**src/rtl/mips_mc_ctrl.sv**
```systemverilog
// mips_mc_ctrl: multi-cycle MIPS control FSM (FETCH/DECODE/EXEC/MEM/WB) driving regfile, ALU, memory and PC control.
module mips_mc_ctrl #(
  parameter int WAIT_MAX    = 255,
  parameter bit ALLOW_R0_WB = 1'b0
) (
  input  logic        clk,
  input  logic        rst_n,
  input  logic        instr_valid,
  output logic        instr_ready,
  input  logic [31:0] instr,
  input  logic        alu_zero,
  input  logic        mem_done,
  output logic [4:0]  reg_j,
  output logic [4:0]  reg_k,
  output logic [4:0]  reg_i,
  output logic        w_enable,
  output logic        wb_sel,
  output logic [2:0]  alu_op,
  output logic        alu_src_imm,
  output logic [31:0] imm32,
  output logic        mem_rd,
  output logic        mem_wr,
  output logic        pc_we,
  output logic [1:0]  pc_src,
  output logic        illegal
);
  typedef enum logic [2:0] {FETCH, DECODE, EXEC, MEM, WB} state_t;
  state_t state, state_nx;
  logic [31:0] ir;
  logic [7:0] cnt, cnt_nx;
  logic [5:0] op, funct;
  logic r_type, r_ok, is_addi, is_lw, is_sw, is_beq, is_j, legal, timeout;
  assign op      = ir[31:26];
  assign funct   = ir[5:0];
  assign r_type  = op == 6'h00;
  assign r_ok    = r_type && (funct == 6'h20 || funct == 6'h22 || funct == 6'h24 || funct == 6'h25 || funct == 6'h2A);
  assign is_addi = op == 6'h08;
  assign is_lw   = op == 6'h23;
  assign is_sw   = op == 6'h2B;
  assign is_beq  = op == 6'h04;
  assign is_j    = op == 6'h02;
  assign legal   = r_ok || is_addi || is_lw || is_sw || is_beq || is_j;
  // Last permitted MEM cycle: the counter holds the number of MEM cycles already spent.
  assign timeout = cnt == 8'(WAIT_MAX - 1);
  always_ff @(posedge clk or negedge rst_n) begin
    if (!rst_n) begin
      state <= FETCH;
      ir    <= '0;
      cnt   <= '0;
    end else begin
      state <= state_nx;
      cnt   <= cnt_nx;
      if (state == FETCH && instr_valid) ir <= instr;
    end
  end
  always_comb begin
    state_nx = state;
    cnt_nx   = '0;
    case (state)
      FETCH:   state_nx = instr_valid ? DECODE : FETCH;
      DECODE:  state_nx = (is_j || !legal) ? FETCH : EXEC;
      EXEC:    state_nx = is_beq ? FETCH : (is_lw || is_sw) ? MEM : WB;
      MEM: begin
        state_nx = mem_done ? (is_lw ? WB : FETCH) : timeout ? FETCH : MEM;
        cnt_nx   = (mem_done || timeout) ? 8'd0 : cnt + 8'd1;
      end
      WB:      state_nx = FETCH;
      default: state_nx = FETCH;
    endcase
    instr_ready = state == FETCH;
    reg_j       = ir[25:21];
    reg_k       = ir[20:16];
    reg_i       = r_type ? ir[15:11] : ir[20:16];
    imm32       = {{16{ir[15]}}, ir[15:0]};
    alu_op      = ((r_type && funct == 6'h22) || is_beq) ? 3'd1 :
                  (r_type && funct == 6'h24) ? 3'd2 :
                  (r_type && funct == 6'h25) ? 3'd3 :
                  (r_type && funct == 6'h2A) ? 3'd4 : 3'd0;
    alu_src_imm = is_addi || is_lw || is_sw;
    mem_rd      = state == MEM && is_lw;
    mem_wr      = state == MEM && is_sw;
    w_enable    = state == WB && (reg_i != 5'd0 || ALLOW_R0_WB);
    wb_sel      = state == WB && is_lw;
    pc_we       = (state == FETCH && instr_valid) || (state == DECODE && is_j) || (state == EXEC && is_beq && alu_zero);
    pc_src      = (state == DECODE && is_j) ? 2'd2 : (state == EXEC && is_beq) ? 2'd1 : 2'd0;
    illegal     = (state == DECODE && !legal) || (state == MEM && !mem_done && timeout);
  end
endmodule

```
**config.mk**
```make
export PLATFORM = sky130hd
export DESIGN_NAME = mips_mc_ctrl
export DESIGN_NICKNAME = d
export VERILOG_FILES = /design/src/rtl/mips_mc_ctrl.sv
export SDC_FILE = /design/constraint.sdc
export NUM_CORES = 1
export LEC_CHECK = 0
export ABC_CLOCK_PERIOD_IN_PS = 2200
export CAP_MARGIN = 15
export CORE_MARGIN = 5
export CORE_UTILIZATION = 30
export CTS_CLUSTER_SIZE = 28
export DETAILED_ROUTE_END_ITERATION = 7
export PLACE_DENSITY_LB_ADDON = 0.3
export SLEW_MARGIN = 40
export SYNTH_ARGS = -nofsm -noshare
export SYNTH_HDL_FRONTEND = slang
export SYNTH_SLANG_ARGS = --single-unit
export TNS_END_PERCENT = 10
```
**constraint.sdc**
```tcl
create_clock -name clk -period 2.2 [get_ports clk]
set_input_delay 0.22 -clock clk [delete_from_list [all_inputs] [get_ports clk]]
set_output_delay 0.22 -clock clk [all_outputs]
set_load 0.02 [all_outputs]
```
==> out/results.ini, run 1 <==
[outcome]
status = finished clean

[floorplanning]
die_area_um2 = 9800
std_cell_rows = 32
boundaryPins = 97
start_util = 0.307
core_area_um2 = 7730
fp.dieW_um = 99.0
die-height_um = 99.0

[yosys]
yosys-top-cells-area = dfrtp_1 45%, mux2_2 16%, buf_4 15%
synth_top_area_cell = dfrtp_1
ys_warn_count = 0
syn_area_um2 = 2380
ys_ff_latch = 43
synth_top_area_frac = 0.453
synth_nets = 253
synthCells = 214
synth_enable_flop_cells = 0
synthArstFlopShare = 1.00
synth-seq-area-share = 0.453
synth_ff_type = dfrtp_1
ys_types = 39
avgSynthCellArea_um2 = 11.1

[sta]
setup_viol = 0
skew_ns = 0.0121
fmax_ghz = 0.459
period_needed_ns = 2.18
finalHoldViolations = 0
slew_viol_final = 0
tightest_slew_ns = 0.347
finalCritPeriodShare = 0.991
tns_ns = 0
max-slew-margin-rel = 0.769
rsz0062_at_grt = yes

[cts]
clkSlewWorstSetupHoldPaths_ns = 0.09
cts_buffers = 5
insertion_delay_ns = 0.30
cts-htree-levels = 2
cts_tree = yes
clock_path_buffers = 2
clock-sinks = 43
clock-root-buffer = clkbuf_8

[global_route]
grt_pass1_wl_mm = 9.29
grt_pass1_vias = 1840
grt_max_degree = 20
grt_usage = 0.117
grt_overflow = 0
grt_antenna_before_repair = 0

[worst_hold_path]
min-delay-path-class = input pin to async pin

[final_layout]
layout-drive-gt1-share = 0.272
mostFrequentLayoutCell = clkdlybuf4s50_1
antenna_cells = 0
fin_util = 0.428
area_growth_pct = 39.2
final_cell_mix = 78 x clkdlybuf4s50_1, 42 x dfrtp_1, 34 x mux2_2
layout.nets = 325
fin_area_um2 = 3310

[placed_design]
post_dp_cell_area_um2 = 3210
globalplace.congestion = 0.785
portBuffers = 96
hpwl_mm = 4.36

[worst_setup_path]
regToRegSetupSlack_ns = 0.42
required_ns = 1.98
worst-setup-path-type = register to output port
cpPeakStageDelay_ns = 0.45
crit_chain = nor4_4 > nand4b_1 > nor4_1 > dlygate4sd1_1
worst-path-max-fanout = 4
cp-start-kind = register
worst_ep_arrival_time_ns = 1.96
critPathCaptureType = output port
cp_slowest_cell = dfrtp_2

[routing]
drt_first_pass_iters = 4
wl_per_cell_um = 14.6
via_per_inst = 4.50
wl_mm = 5.70
drtIter0Drc = 49
ant_nets = 0
vias = 1752
route.detailed.drc = 0

[power]
peakVddDrop_mv = 0.408
p_leak_nw = 1.40
p_per_area_nw_per_um2 = 1080
power.total_mw = 3.57

[run]
maxCapViolCount = 0

## stage by stage
step | std cells | worst slack (ns) | hold WS [ns]
CTS | 389 | -0.0934 | 0.379
floorplan | 214 | 0.166 | -0.0756
global placement | 379 | -0.00358 | 0.147
finish | 389 | 0.0196 | 0.363
global route | 389 | -0.136 | 0.389
detailed placement | 379 | -0.0212 | 0.145
## cell type report
class | count | area [um^2]
flip-flops and latches | 43 | 1080
fillers | 747 | 4420
clock buffers | 8 | 100
well taps | 102 | 128
inverters | 3 | 11.3
repair buffers | 113 | 1040
multi-input cells | 120 | 955
## cell families after synthesis
group	count (synthesis)	share of synthesized area
buf+inv	51	0.157
fa+ha+maj	2	0.0105
xor+xnor	7	0.0258
compound gates	15	0.0448
simple gates	59	0.133
flops	43	0.453
mux	37	0.176
## worst paths after layout
path | from | cells past startpoint | endpoint
max | ir[31] | 4 | alu_op[2]
min reg2reg | ir[9] | 1 | ir[9]
min | rst_n | 2 | state[0]
max reg2reg | state[0] | 4 | ir[28]
max in group asynchronous | rst_n | 3 | ir[31]
min in group clk | mem_done | 3 | state[2]
## routing by layer
| layer | GRT usage | share of wire |
|---|---|---|
| met1 | 0.151 | 0.45 |
| met2 | 0.189 | 0.46 |
| met3 | 0.0368 | 0.081 |
| met4 | 0.0336 | 0.015 |
| met5 | 0 | 0 |
## where the power goes
part,leakage (nW),switching [mW],internal (mW),total [mW]
combinational,0.828,0.855,0.923,1.78
clock,0.0515,0.270,0.287,0.557
sequential,0.525,0.228,1.01,1.24
## worst max-delay path, delay by kind of cell, from the launching register on
kind / cells / cell delay (ns)
buffers and inverters: 1 / 0.36
AND/OR/NAND/NOR: 3 / 0.86
flip-flops: 1 / 0.45
## sequential cells by signal, summed over array words and instances, names as in the netlist
name,count
state,3
cnt,8
ir,32
## Yosys cell counts (all sizes together), types with 3 or more instances
cell,instances
buf,48
dfrtp,43
inv,3
mux2,35
nand2,12
nand3,6
nand4,3
nor2,17
nor3,4
nor4,5
o21ai,5
or2,3
xor2,6
## timing repair
item / 4_1_cts / 5_1_grt
setup buffers: 1 / 0
setup endpoints to repair: 17 / 13
endpoints found under the hold margin: 12 / 0
pin swaps: 1 / 3
hold buffers: 1 / 0
gates resized for setup: 27 / 22
gates cloned: 0 / 0
Note: power is estimated with default switching activity, not from simulation.
==> inputs of run 2 (changes only) <==
--- a/config.mk
+++ b/config.mk
@@ -6,7 +6,6 @@
 export NUM_CORES = 1
 export LEC_CHECK = 0
 export ABC_CLOCK_PERIOD_IN_PS = 2200
-export CAP_MARGIN = 15
 export CORE_MARGIN = 5
 export CORE_UTILIZATION = 30
 export CTS_CLUSTER_SIZE = 28
==> results of run 2 <==
The final DEF is identical to that of run 1; final timing and power are the same.
